## src/rtl/if_fetch_unit_if.sv

```systemverilog
// Instruction SRAM-like read bus: one request/address handshake, one data beat per request.
interface if_fetch_unit_if;
  logic        inst_req;
  logic [31:0] inst_addr;
  logic        inst_addr_ok;
  logic        inst_data_ok;
  logic [31:0] inst_rdata;

  // master = fetch unit, slave = instruction memory
  modport master (output inst_req, inst_addr, input inst_addr_ok, inst_data_ok, inst_rdata);
  modport slave  (input inst_req, inst_addr, output inst_addr_ok, inst_data_ok, inst_rdata);
endinterface

```

## src/rtl/if_fetch_unit.sv

```systemverilog
// Instruction-fetch stage: owns the fetch PC, keeps one read outstanding, buffers the word
// for the F/D register and applies delayed-branch and exception redirects.
module if_fetch_unit #(
  parameter logic [31:0] RESET_PC = 32'hBFC0_0000
) (
  input  logic                  clk,
  input  logic                  rst,
  input  logic                  i_stallD,
  input  logic                  i_br_issue,
  input  logic                  i_br_taken,
  input  logic [31:0]           i_br_target,
  input  logic                  i_exc_redirect,
  input  logic [31:0]           i_exc_pc,
  if_fetch_unit_if.master       bus,
  output logic                  o_validF,
  output logic [31:0]           o_pcF,
  output logic [31:0]           o_pc_plus4F,
  output logic [31:0]           o_instrF,
  output logic                  o_is_in_delayslotF,
  output logic                  o_adelF,
  output logic                  o_fetch_stall,
  output logic [1:0]            o_dbg_state
);

  // Bus handshake: a request is taken on a cycle where inst_req && inst_addr_ok; its single
  // data beat arrives on a later cycle with inst_data_ok. inst_req/inst_addr stay stable until taken.
  typedef enum logic [1:0] {S_REQ, S_WAIT, S_HOLD, S_DROP} state_t;

  state_t      r_state;
  logic [31:0] r_pc;
  logic [31:0] r_tgt;
  logic [31:0] r_pcF;
  logic [31:0] r_instr;
  logic        r_valid;
  logic        r_adel;
  logic        r_ds_pend;
  logic        r_tk_pend;

  logic        w_aligned;
  logic        w_req;
  logic        w_addr_hs;
  logic        w_accept;
  logic [31:0] w_pc_plus4;
  logic [31:0] w_next_pc;

  assign w_aligned  = (r_pc[1:0] == 2'b00);
  assign w_req      = ~rst && (r_state == S_REQ) && w_aligned;
  assign w_addr_hs  = w_req && bus.inst_addr_ok;
  assign w_accept   = r_valid && ~i_stallD;
  assign w_pc_plus4 = r_pc + 32'd4;
  assign w_next_pc  = (r_ds_pend && r_tk_pend) ? r_tgt : w_pc_plus4;

  assign bus.inst_req  = w_req;
  assign bus.inst_addr = r_pc;

  always_ff @(posedge clk) begin
    if (rst) begin
      r_state   <= S_REQ;
      r_pc      <= RESET_PC;
      r_tgt     <= '0;
      r_pcF     <= RESET_PC;
      r_instr   <= '0;
      r_valid   <= 1'b0;
      r_adel    <= 1'b0;
      r_ds_pend <= 1'b0;
      r_tk_pend <= 1'b0;
    end else if (i_exc_redirect) begin
      r_pc      <= i_exc_pc;
      r_valid   <= 1'b0;
      r_ds_pend <= 1'b0;
      r_tk_pend <= 1'b0;
      // A reply still owed by the bus must be swallowed; one arriving right now is already gone.
      if (w_addr_hs || ((r_state == S_WAIT || r_state == S_DROP) && !bus.inst_data_ok))
        r_state <= S_DROP;
      else
        r_state <= S_REQ;
    end else begin
      case (r_state)
        S_REQ: begin
          if (!w_aligned) begin
            r_instr <= '0;
            r_adel  <= 1'b1;
            r_pcF   <= r_pc;
            r_valid <= 1'b1;
            r_state <= S_HOLD;
          end else if (w_addr_hs) begin
            r_state <= S_WAIT;
          end
        end
        S_WAIT: begin
          if (bus.inst_data_ok) begin
            r_instr <= bus.inst_rdata;
            r_adel  <= 1'b0;
            r_pcF   <= r_pc;
            r_valid <= 1'b1;
            r_state <= S_HOLD;
          end
        end
        S_HOLD: begin
          if (w_accept) begin
            r_pc      <= w_next_pc;
            r_valid   <= 1'b0;
            r_ds_pend <= 1'b0;
            r_tk_pend <= 1'b0;
            r_state   <= S_REQ;
          end
        end
        S_DROP: begin
          if (bus.inst_data_ok) r_state <= S_REQ;
        end
        default: r_state <= S_REQ;
      endcase
      // Placed after the accept clear so a branch accepted now marks the following instruction.
      if (i_br_issue) begin
        r_ds_pend <= 1'b1;
        r_tk_pend <= i_br_taken;
        r_tgt     <= i_br_target;
      end
    end
  end

  assign o_validF           = r_valid;
  assign o_pcF              = r_pcF;
  assign o_pc_plus4F        = r_pcF + 32'd4;
  assign o_instrF           = r_instr;
  assign o_is_in_delayslotF = r_ds_pend && r_valid;
  assign o_adelF            = r_adel;
  assign o_fetch_stall      = ~r_valid;
  assign o_dbg_state        = r_state;

endmodule

```

## src/flat_wrapper.sv

```systemverilog
// flat-port wrapper written by rule: the top's interface ports become plain ports
module if_fetch_unit_flat 
#(
  parameter logic [31:0] RESET_PC = 32'hBFC0_0000
)
  (clk, rst, i_stallD, i_br_issue, i_br_taken, i_br_target, i_exc_redirect, i_exc_pc, o_validF, o_pcF, o_pc_plus4F, o_instrF, o_is_in_delayslotF, o_adelF, o_fetch_stall, o_dbg_state, bus_inst_req, bus_inst_addr, bus_inst_addr_ok, bus_inst_data_ok, bus_inst_rdata);
  if_fetch_unit_if bus_i ();
  input  logic clk;
  input  logic rst;
  input  logic i_stallD;
  input  logic i_br_issue;
  input  logic i_br_taken;
  input  logic [31:0] i_br_target;
  input  logic i_exc_redirect;
  input  logic [31:0] i_exc_pc;
  output logic o_validF;
  output logic [31:0] o_pcF;
  output logic [31:0] o_pc_plus4F;
  output logic [31:0] o_instrF;
  output logic o_is_in_delayslotF;
  output logic o_adelF;
  output logic o_fetch_stall;
  output logic [1:0] o_dbg_state;
  output wire logic [$bits(bus_i.inst_req)-1:0] bus_inst_req;
  output wire logic [$bits(bus_i.inst_addr)-1:0] bus_inst_addr;
  input wire logic [$bits(bus_i.inst_addr_ok)-1:0] bus_inst_addr_ok;
  input wire logic [$bits(bus_i.inst_data_ok)-1:0] bus_inst_data_ok;
  input wire logic [$bits(bus_i.inst_rdata)-1:0] bus_inst_rdata;
  assign bus_inst_req = bus_i.inst_req;
  assign bus_inst_addr = bus_i.inst_addr;
  assign bus_i.inst_addr_ok = bus_inst_addr_ok;
  assign bus_i.inst_data_ok = bus_inst_data_ok;
  assign bus_i.inst_rdata = bus_inst_rdata;
  if_fetch_unit #(.RESET_PC(RESET_PC)) u_core (.clk(clk), .rst(rst), .i_stallD(i_stallD), .i_br_issue(i_br_issue), .i_br_taken(i_br_taken), .i_br_target(i_br_target), .i_exc_redirect(i_exc_redirect), .i_exc_pc(i_exc_pc), .bus(bus_i), .o_validF(o_validF), .o_pcF(o_pcF), .o_pc_plus4F(o_pc_plus4F), .o_instrF(o_instrF), .o_is_in_delayslotF(o_is_in_delayslotF), .o_adelF(o_adelF), .o_fetch_stall(o_fetch_stall), .o_dbg_state(o_dbg_state));
endmodule
```

## config.mk

```make
export PLATFORM = sky130hd
export DESIGN_NAME = if_fetch_unit_flat
export DESIGN_NICKNAME = d
export VERILOG_FILES = /design/src/rtl/if_fetch_unit_if.sv /design/src/rtl/if_fetch_unit.sv /design/src/flat_wrapper.sv
export SDC_FILE = /design/constraint.sdc
export NUM_CORES = 1
export LEC_CHECK = 0
export CORE_AREA = 5 5 107 109
export DETAILED_ROUTE_END_ITERATION = 10
export DIE_AREA = 0 0 112 114
export DONT_BUFFER_PORTS = 1
export PLACE_DENSITY = 0.77
export SYNTH_ARGS = -nofsm -noshare
export SYNTH_HDL_FRONTEND = slang
export SYNTH_SLANG_ARGS = --single-unit
```

## constraint.sdc

```tcl
create_clock -name clk -period 2.4 [get_ports clk]
set_input_delay 0.12 -clock clk [delete_from_list [all_inputs] [get_ports clk]]
set_output_delay 0.12 -clock clk [all_outputs]
set_load 0.1 [all_outputs]
```

==> impl_metrics.sql, run 1 <==
INSERT INTO impl_metrics (metric_group, metric, value, unit) VALUES
('run_status', 'outcome', 'aborted with a tool error', ''),
('run_status', 'failing_step', 'global routing', ''),
('run_status', 'toolErrorMsg', '[ERROR GRT-0232] Routing congestion too high. Check the congestion heatmap in the GUI.', ''),
('sta', 'repair-timing-grt-worst-ep', 'o_pc_plus4F[26]', ''),
('floorplanning', 'die_x', '112', 'µm'),
('floorplanning', 'num_io_pins', '239', ''),
('cts', 'clock_tree.root_cell', 'clkbuf_8', ''),
('synth', 'register_area_share_after_synthesis', '41.1', '%'),
('synth', 'yosys_register_bits', '134', ''),
('synth', 'cell_with_the_most_instances_after_synthesis', 'nand2_1', ''),
('grt', 'grt.total_usage', '89.1', '%'),
('sta', 'worst_endpoint_kind', 'top-level output', ''),
('synth', 'synth.top_cell.area_share', '41.1', '%'),
('placement', 'buffer_ports.inserted', '0', ''),
('synth', 'synth.area.top_cells', 'dfxtp_1, nand2_1, a21oi_1, nand3_1, xnor2_1', ''),
('synth', 'post_synth_edffs', '0', ''),
('cts', 'tritoncts_num_sinks', '134', ''),
('synth', 'synth.top_cells.by_count', 'nand2_1, dfxtp_1, a21oi_1', ''),
('grt', 'pin_count_of_the_biggest_net_entering_global_routing', '132', ''),
('synth', 'netlist.top_cell.by_area', 'dfxtp_1', ''),
('floorplanning', 'number_of_rows_created_at_floorplan', '38', ''),
('synth', 'syn_inst', '886', ''),
('placement', 'gpl.final_weighted_congestion', '0.872', ''),
('synth', 'syn-cell-area', '6520', 'µm²'),
('synth', 'postSynthAreaPerCell', '7.36', 'µm²'),
('synth', 'yosys_warnings', '0', ''),
('grt', 'gr-total-overflow', '391', ''),
('synth', 'share_of_flip_flops_with_an_asynchronous_set_or_reset', '0', '%'),
('synth', 'synth_nets', '992', ''),
('cts', 'tritoncts.num_buffers', '17', ''),
('placement', 'hpwlAfterDp', '16200', 'µm'),
('floorplanning', 'start_util', '62.1', '%'),
('floorplanning', 'die_h', '114', 'µm'),
('synth', 'yosysUniqueCellTypes', '52', ''),
('synth', 'commonest_register_cell_after_synthesis', 'dfxtp_1', ''),
('cts', 'ctsHtreeMaxLevel', '4', ''),
('cts', 'cts_buffer_depth', '2', '');
==> routing by layer <==
layer,overflow,GRT usage (%)
met2,240,105
met1,4,83.8
met5,2,25.5
met3,2,77.7
met4,143,99.7
==> stage by stage <==
stage	instance area, µm²	cells	hold slack (ns)	setup slack [ns]	TNS, ns
after floorplan	7060	886	0.237	-0.0196	-0.0315
after global placement	8380	1104	0.195	0.375	0
after detailed placement	8380	1104	0.197	0.258	0
after CTS	10100	1243	0.00446	-0.0610	-0.100
==> kinds of logic after synthesis <==
family          synth area share [%]
compound gates                  16.4
buf+inv                         4.93
simple gates                    31.2
flops                           41.1
mux                             1.07
xor+xnor                        4.83
fa+ha+maj                      0.384
==> what timing repair did <==
item / in CTS
pin swaps: 5
endpoints found under the hold margin: 134
setup buffers: 1
gates resized for setup: 19
gates cloned: 0
setup endpoints to repair: 16
hold buffers: 106
==> run 2: changes to the inputs <==
--- a/config.mk
+++ b/config.mk
@@ -5,11 +5,11 @@
 export SDC_FILE = /design/constraint.sdc
 export NUM_CORES = 1
 export LEC_CHECK = 0
-export CORE_AREA = 5 5 107 109
+export CORE_AREA = 5 5 134 136
 export DETAILED_ROUTE_END_ITERATION = 10
-export DIE_AREA = 0 0 112 114
+export DIE_AREA = 0 0 139 141
 export DONT_BUFFER_PORTS = 1
-export PLACE_DENSITY = 0.77
+export PLACE_DENSITY_LB_ADDON = 0.15
 export SYNTH_ARGS = -nofsm -noshare
 export SYNTH_HDL_FRONTEND = slang
 export SYNTH_SLANG_ARGS = --single-unit
==> impl_metrics.sql, run 2 <==
INSERT INTO impl_metrics (metric_group, metric, value, unit) VALUES
('sta', 'worst-slew-pin-transition', '0.818', 'ns'),
('grt', 'globalRouteMet1Util', '31.1', '%'),
('finish', 'layout_common_cells', 'nand2_1, a21oi_1, buf_4', ''),
('floorplanning', 'die_h', '141', 'µm'),
('synth', 'synth.area.top_cells', 'dfxtp_1, nand2_1, a21oi_1, nand3_1, xnor2_1', ''),
('floorplanning', 'design.die.area', '19600', 'µm²'),
('sta', 'finalSetupTns', '0', 'ns'),
('critical_path', 'crit_slowest_cell', 'dfxtp_4', ''),
('synth', 'commonest_register_cell_after_synthesis', 'dfxtp_1', ''),
('placement', 'gpl.final_weighted_congestion', '0.852', ''),
('cts', 'cts.clk_slew.worst_paths', '0.06', 'ns'),
('worst_hold_path', 'hold_path.startpoint', 'i_exc_redirect', ''),
('floorplanning', 'die_x', '139', 'µm'),
('synth', 'register_area_share_after_synthesis', '41.1', '%'),
('floorplanning', 'num_io_pins', '239', ''),
('critical_path', 'worstPathArrival', '2.19', 'ns'),
('finish', 'layout.area.seq', '2790', 'µm²'),
('worst_hold_path', 'min_delay_path_depth', '2', ''),
('route', 'vias_per_cell', '5.36', ''),
('sta', 'final_hold_viol_count', '0', ''),
('grt', 'grt_first_pass_wirelength', '37500', 'µm'),
('route', 'drt_pass1_iterations', '6', ''),
('placement', 'buffer_ports.inserted', '0', ''),
('sta', 'timing.max_slew.rel_slack', '45.4', '%'),
('route', 'detailedRoute.firstIterationViolations', '520', ''),
('sta', 'fin_crit', '2.31', 'ns'),
('synth', 'syn_inst', '886', ''),
('power_and_ir_drop', 'vdd_drop_max', '0.499', 'mV'),
('sta', 'achievable-frequency', '433', 'MHz'),
('synth', 'share_of_flip_flops_with_an_asynchronous_set_or_reset', '0', '%'),
('cts', 'cts_tree', 'done', ''),
('synth', 'netlist.top_cell.by_area', 'dfxtp_1', ''),
('critical_path', 'ff2ff_path_depth', '7', ''),
('sta', 'layout_worst_path_cycle_share', '96.3', '%'),
('synth', 'synth.top_cells.by_count', 'nand2_1, dfxtp_1, a21oi_1', ''),
('synth', 'fraction_of_the_mapped_netlist_area_in_simple_logic_gates', '31.2', '%'),
('grt', 'met2_usage', '36.9', '%'),
('sta', 'setup-violations-final', '0', ''),
('critical_path', 'worst-path-buf-inv', '2', ''),
('run_status', 'outcome', 'finished clean', ''),
('finish', 'mostFrequentLayoutCell', 'nand2_1', ''),
('power_and_ir_drop', 'cell_leakage_power', '4.04', 'nW'),
('synth', 'syn-cell-area', '6520', 'µm²'),
('route', 'wire_length_after_detailed_routing', '23600', 'µm'),
('critical_path', 'critical_path.max_stage_delay', '0.39', 'ns'),
('synth', 'synth_top_family_by_area', 'simple AND/OR/NAND/NOR gates', ''),
('grt', 'busiest_layer', 'met2', ''),
('placement', 'hpwlAfterDp', '16400', 'µm'),
('power_and_ir_drop', 'power_density', '643', 'nW/µm²'),
('synth', 'yosys-mux-area-fraction', '1.07', '%'),
('route', 'ant_nets', '0', ''),
('worst_hold_path', 'worstHoldPathType', 'in -> reg', ''),
('grt', 'grt_use_met3', '6.68', '%'),
('flow_run', 'max_capacitance_violation_count', '0', ''),
('critical_path', 'crit-reg2reg-capture', 'u_core.o_instrF[9]', ''),
('critical_path', 'ff2ff_setup_slack', '0.17', 'ns'),
('critical_path', 'criticalPathCategory', 'reg -> out', ''),
('power_and_ir_drop', 'overall_power_consumption', '6.60', 'mW'),
('finish', 'fin_cells', '1327', ''),
('critical_path', 'r2r-start', 'u_core.o_dbg_state[1]', ''),
('synth', 'synth_xor_area_share', '4.83', '%'),
('cts', 'ctsHtreeMaxLevel', '4', ''),
('route', 'drcViolationCount', '0', ''),
('synth', 'synth_compound_area_share', '16.4', '%'),
('synth', 'yosysUniqueCellTypes', '52', ''),
('grt', 'first_global_vias', '6996', ''),
('synth', 'synth.top_cell.area_share', '41.1', '%'),
('floorplanning', 'start_util', '38.8', '%'),
('grt', 'antenna_found_initial', '0', ''),
('sta', 'slew_viol_final', '0', ''),
('finish', 'final_net_count', '1195', ''),
('floorplanning', 'floorplan.core_area', '16800', 'µm²'),
('critical_path', 'crit_required', '2.28', 'ns'),
('critical_path', 'start_kind', 'register', ''),
('synth', 'cell_with_the_most_instances_after_synthesis', 'nand2_1', ''),
('finish', 'syn_to_final_growth', '57.3', '%'),
('worst_hold_path', 'sink_of_the_worst_hold_path', 'u_core.bus.inst_addr[19]', ''),
('finish', 'postLayoutCellArea', '10300', 'µm²'),
('cts', 'tritoncts.num_buffers', '17', ''),
('critical_path', 'cp_cell_sequence', 'and4_1 > nand3_2 > nor3_4 > buf_6 > nand4_1 > xnor2_4 > buf_12', ''),
('route', 'wire_per_inst', '17.8', 'µm'),
('synth', 'post_synth_edffs', '0', ''),
('placement', 'cell_area_reported_after_detailed_placement', '8500', 'µm²'),
('cts', 'clock_tree.root_cell', 'clkbuf_16', ''),
('sta', 'worst_setup_skew_after_layout', '0.00848', 'ns'),
('finish', 'n_antenna_cell', '0', ''),
('grt', 'grt.total_usage', '23.4', '%'),
('critical_path', 'critPathMaxFanout', '7', ''),
('synth', 'synth_nets', '992', ''),
('cts', 'tritoncts_num_sinks', '134', ''),
('finish', 'layout-drive-gt1-share', '26.2', '%'),
('sta', 'rsz_0062_raised_after_global_routing', 'yes', ''),
('grt', 'pin_count_of_the_biggest_net_entering_global_routing', '125', ''),
('finish', 'multi_input_area', '4040', 'µm²'),
('critical_path', 'timing.critical_path.max_delay_family', 'simple AND/OR/NAND/NOR gates', ''),
('synth', 'yosys_warnings', '0', ''),
('finish', 'fill_cells', '1468', ''),
('placement', 'placed_cell_count', '1188', ''),
('floorplanning', 'number_of_rows_created_at_floorplan', '48', ''),
('synth', 'postSynthAreaPerCell', '7.36', 'µm²'),
('critical_path', 'endpoint_kind', 'primary output', ''),
('cts', 'cts_buffer_depth', '2', ''),
('grt', 'gr-total-overflow', '0', ''),
('synth', 'yosys_register_bits', '134', ''),
('cts', 'worstSkewPairLatency', '0.42', 'ns'),
('route', 'route.vias.total', '7116', ''),
('synth', 'synthAdderAreaFrac', '0.384', '%');
-- run 2: cell counts after synthesis --
No cell type changed its count.
-- run 2: where the power goes --
group	internal, mW	total [mW]	switching, mW
Clock	1.58	2.68	1.10
Combinational	0.446	1.54	1.09
Sequential	2.31	2.38	0.0698
Total	4.33	6.60	2.26
-- run 2: worst max-delay path by stage --
stage | from | endpoint | slack [ns] | depth (start not counted)
final | u_core.o_pcF[15] | o_pc_plus4F[21] | 0.09 | 7
after floorplan | u_core.bus.inst_addr[1] | u_core.o_dbg_state[1] | -0.02 | 5
after global placement | u_core.o_pcF[2] | o_pc_plus4F[22] | 0.33 | 7
after detailed placement | u_core.o_pcF[2] | o_pc_plus4F[22] | 0.26 | 7
after global routing | u_core.o_pcF[3] | o_pc_plus4F[22] | -0.02 | 7
after CTS | u_core.o_pcF[15] | o_pc_plus4F[21] | 0.02 | 6
-- run 2: cells by family after synthesis --
family	count (synthesis)
AOI/OAI and AO/OA	190
xor gates and xnor gates	36
buffers and inverters	82
muxes	7
DFF	134
adders and majority gates	2
and+or+nand+nor	435
-- run 2: what timing repair did --
item,in CTS,in global routing
hold buffers,103,0
endpoints found under the hold margin,133,0
endpoints found under the setup margin,11,17
setup buffers,0,4
pin swaps,5,7
resized for setup,6,7
cloned,0,0
-- run 2: cell type report --
cell class	count	share of cell area (%)
tap	225	2.75
sequential	134	27.2
clock buffer	17	4.15
inverter	11	0.403
multi-input combinational	670	39.4
timing repair buffer	255	24.3
clock inverter	15	1.76
-- run 2: metrics by stage --
stage | util (%) | setup WS, ns | hold WS, ns
3_3_place_gp | 50.6 | 0.335 | 0.193
4_1_cts | 60.6 | 0.0194 | 0.0270
2_1_floorplan | - | -0.0196 | 0.237
5_1_grt | 61.0 | -0.0180 | 0.0429
3_5_place_dp | 50.6 | 0.261 | 0.200
6_report | 61.0 | 0.0897 | 0.0462
-- run 2: worst register-to-register path: stages, from the launching register on --
cell           delay, ns
dfxtp_2             0.38
buf_4               0.37
nor2_1              0.17
nand3b_1            0.17
buf_12              0.27
nand2_1             0.12
a21oi_1             0.14
dlygate4sd3_1       0.56
-- run 2: routing by layer --
| layer | wire, µm | part of all wire, % |
|---|---|---|
| met5 | 0 | 0 |
| met4 | 450 | 1.9 |
| met2 | 10900 | 46 |
| met1 | 10600 | 45 |
| met3 | 1700 | 7.2 |
No activity file was read; power rests on OpenSTA's default activity.
==> run 3: changes to the inputs <==
--- a/config.mk
+++ b/config.mk
@@ -5,10 +5,11 @@
 export SDC_FILE = /design/constraint.sdc
 export NUM_CORES = 1
 export LEC_CHECK = 0
-export CORE_AREA = 5 5 134 136
+export CORE_AREA = 5 5 115 117
 export DETAILED_ROUTE_END_ITERATION = 10
-export DIE_AREA = 0 0 139 141
+export DIE_AREA = 0 0 120 122
 export DONT_BUFFER_PORTS = 1
+export HOLD_SLACK_MARGIN = 0.05
 export PLACE_DENSITY_LB_ADDON = 0.15
 export SYNTH_ARGS = -nofsm -noshare
 export SYNTH_HDL_FRONTEND = slang
==> impl_metrics.sql, run 3 (synthesis results as in run 2) <==
INSERT INTO impl_metrics (metric_group, metric, value, unit) VALUES
('cts', 'tritoncts.num_buffers', '17', ''),
('grt', 'met2_usage', '55.5', '%'),
('cts', 'worstSkewPairLatency', '0.43', 'ns'),
('critical_path', 'timing.critical_path.max_delay_family', 'buffers and inverters', ''),
('power_and_ir_drop', 'power_density', '640', 'nW/µm²'),
('critical_path', 'start_kind', 'register', ''),
('finish', 'layout_common_cells', 'nand2_1, a21oi_1, buf_4', ''),
('critical_path', 'critPathMaxFanout', '40', ''),
('critical_path', 'worstPathArrival', '2.69', 'ns'),
('floorplanning', 'num_io_pins', '239', ''),
('flow_run', 'max_capacitance_violation_count', '0', ''),
('placement', 'setup_slack_placement', '0.292', 'ns'),
('worst_hold_path', 'worstHoldPathType', 'in -> reg', ''),
('grt', 'first_global_vias', '7504', ''),
('floorplanning', 'floorplan.core_area', '12300', 'µm²'),
('finish', 'syn_to_final_growth', '56.7', '%'),
('run_status', 'outcome', 'finished clean', ''),
('floorplanning', 'die_x', '120', 'µm'),
('grt', 'antenna_found_initial', '0', ''),
('grt', 'grt_use_met3', '8.59', '%'),
('route', 'route.vias.total', '7838', ''),
('floorplanning', 'start_util', '53.2', '%'),
('sta', 'fin_crit', '2.37', 'ns'),
('route', 'drt_pass1_iterations', '6', ''),
('route', 'wire_per_inst', '20.7', 'µm'),
('finish', 'fill_cells', '664', ''),
('placement', 'hpwlAfterDp', '15300', 'µm'),
('cts', 'cts.clk_slew.worst_paths', '0.07', 'ns'),
('sta', 'setup-violations-final', '0', ''),
('sta', 'slew_viol_final', '0', ''),
('critical_path', 'crit_required', '2.72', 'ns'),
('route', 'ant_nets', '0', ''),
('grt', 'busiest_layer', 'met2', ''),
('floorplanning', 'die_h', '122', 'µm'),
('cts', 'cts_buffer_depth', '2', ''),
('sta', 'achievable-frequency', '422', 'MHz'),
('sta', 'finalSetupTns', '0', 'ns'),
('critical_path', 'critical_path.max_stage_delay', '0.57', 'ns'),
('finish', 'mostFrequentLayoutCell', 'nand2_1', ''),
('power_and_ir_drop', 'vdd_drop_max', '0.458', 'mV'),
('sta', 'rsz_0062_raised_after_global_routing', 'yes', ''),
('cts', 'tritoncts_num_sinks', '134', ''),
('finish', 'postLayoutCellArea', '10200', 'µm²'),
('sta', 'layout_worst_path_cycle_share', '98.7', '%'),
('cts', 'cts_tree', 'done', ''),
('route', 'vias_per_cell', '6.25', ''),
('cts', 'clock_tree.root_cell', 'clkbuf_16', ''),
('placement', 'gpl.final_weighted_congestion', '0.946', ''),
('finish', 'final_net_count', '1197', ''),
('grt', 'pin_count_of_the_biggest_net_entering_global_routing', '125', ''),
('critical_path', 'worst-path-buf-inv', '2', ''),
('sta', 'worst_setup_skew_after_layout', '0.0140', 'ns'),
('route', 'drcViolationCount', '0', ''),
('finish', 'layout-drive-gt1-share', '26.0', '%'),
('critical_path', 'cp_cell_sequence', 'nor4bb_4 > buf_8 > nor2_1 > nor3_1 > a21oi_1 > dlygate4sd3_1 > a211oi_1', ''),
('placement', 'buffer_ports.inserted', '0', ''),
('sta', 'worst-slew-pin-transition', '0.818', 'ns'),
('critical_path', 'r2r-start', 'u_core.o_validF', ''),
('critical_path', 'crit_slowest_cell', 'dlygate4sd3_1', ''),
('floorplanning', 'number_of_rows_created_at_floorplan', '41', ''),
('grt', 'grt_first_pass_wirelength', '39400', 'µm'),
('critical_path', 'endpoint_kind', 'register', ''),
('floorplanning', 'design.die.area', '14600', 'µm²'),
('cts', 'ctsHtreeMaxLevel', '4', ''),
('sta', 'timing.max_slew.rel_slack', '45.4', '%'),
('placement', 'cell_area_reported_after_detailed_placement', '8400', 'µm²'),
('power_and_ir_drop', 'cell_leakage_power', '4.03', 'nW'),
('grt', 'globalRouteMet1Util', '41.1', '%'),
('grt', 'grt.total_usage', '33.8', '%'),
('route', 'wire_length_after_detailed_routing', '26000', 'µm'),
('grt', 'gr-total-overflow', '0', ''),
('sta', 'timing.final.ws_setup', '0.0303', 'ns'),
('critical_path', 'criticalPathCategory', 'reg -> reg', ''),
('sta', 'final_hold_viol_count', '0', ''),
('critical_path', 'first_element_of_the_critical_path', 'u_core.o_validF', ''),
('finish', 'n_antenna_cell', '0', ''),
('route', 'detailedRoute.firstIterationViolations', '1083', ''),
('worst_hold_path', 'hold_path.startpoint', 'i_exc_redirect', '');
[run 3: cell types whose count changed in the layout (fill, tap and decap cells not counted), sizes merged]
cell and change:
clkbuf +5, clkinv +1, bufinv -2, dlygate4sd3 +5, clkinvlp +4, inv -7
buf -4
[run 3: through the flow]
step	cells	power (mW)	hold WS (ns)	util, %
3_3_place_gp	1114	3.74	0.198	68.5
5_1_grt	1254	6.70	0.0659	83.3
2_1_floorplan	886	3.49	0.237	-
6_report	1254	6.54	0.0892	83.3
3_5_place_dp	1114	3.76	0.200	68.5
4_1_cts	1254	6.45	0.0516	82.6
[run 3: worst paths after layout]
| kind | to | slack, ns | cells past startpoint |
|---|---|---|---|
| setup / recovery | u_core.bus.inst_addr[13] | 0.03 | 7 |
| hold / removal | u_core.bus.inst_addr[20] | 0.09 | 3 |
| setup reg to reg | u_core.bus.inst_addr[13] | 0.03 | 7 |
| hold reg to reg | u_core.r_tgt[22] | 0.47 | 2 |
[run 3: where the power goes]
group	switching, mW	leakage (nW)	internal (mW)
registers	0.0794	1.11	2.31
logic	1.12	2.64	0.461
clock network	1.05	0.275	1.51
total	2.25	4.03	4.28
[run 3: layout make-up]
class | count | area (µm²) | area share, %
Clock buffer | 21 | 503 | 4.92
Tap cell | 150 | 188 | 1.84
Inverter | 11 | 41.3 | 0.404
Clock inverter | 11 | 86.3 | 0.845
Multi-Input combinational cell | 670 | 4060 | 39.8
Sequential cell | 134 | 2790 | 27.3
Timing Repair Buffer | 257 | 2540 | 24.9
[run 3: layer usage]
metal / part of all wire [%] / routed length, µm / vias up
met3: 10 / 2700 / 115
li1: - / - / 3494
met1: 37 / 9660 / 3650
met4: 4.4 / 1140 / 0
met5: 0 / 0 / -
met2: 48 / 12500 / 579
[run 3: timing repair]
action,in CTS,in global routing
gates resized for setup,5,20
pin swaps,2,7
endpoints found under the hold margin,134,0
endpoints found under the setup margin,5,13
buffers inserted,0,0
hold buffers,108,0
gates cloned,0,0
[run 3: worst min-delay path: stages]
cell,delay [ns]
a21oi_1,0.07
a21oi_1,0.17
a211oi_1,0.09
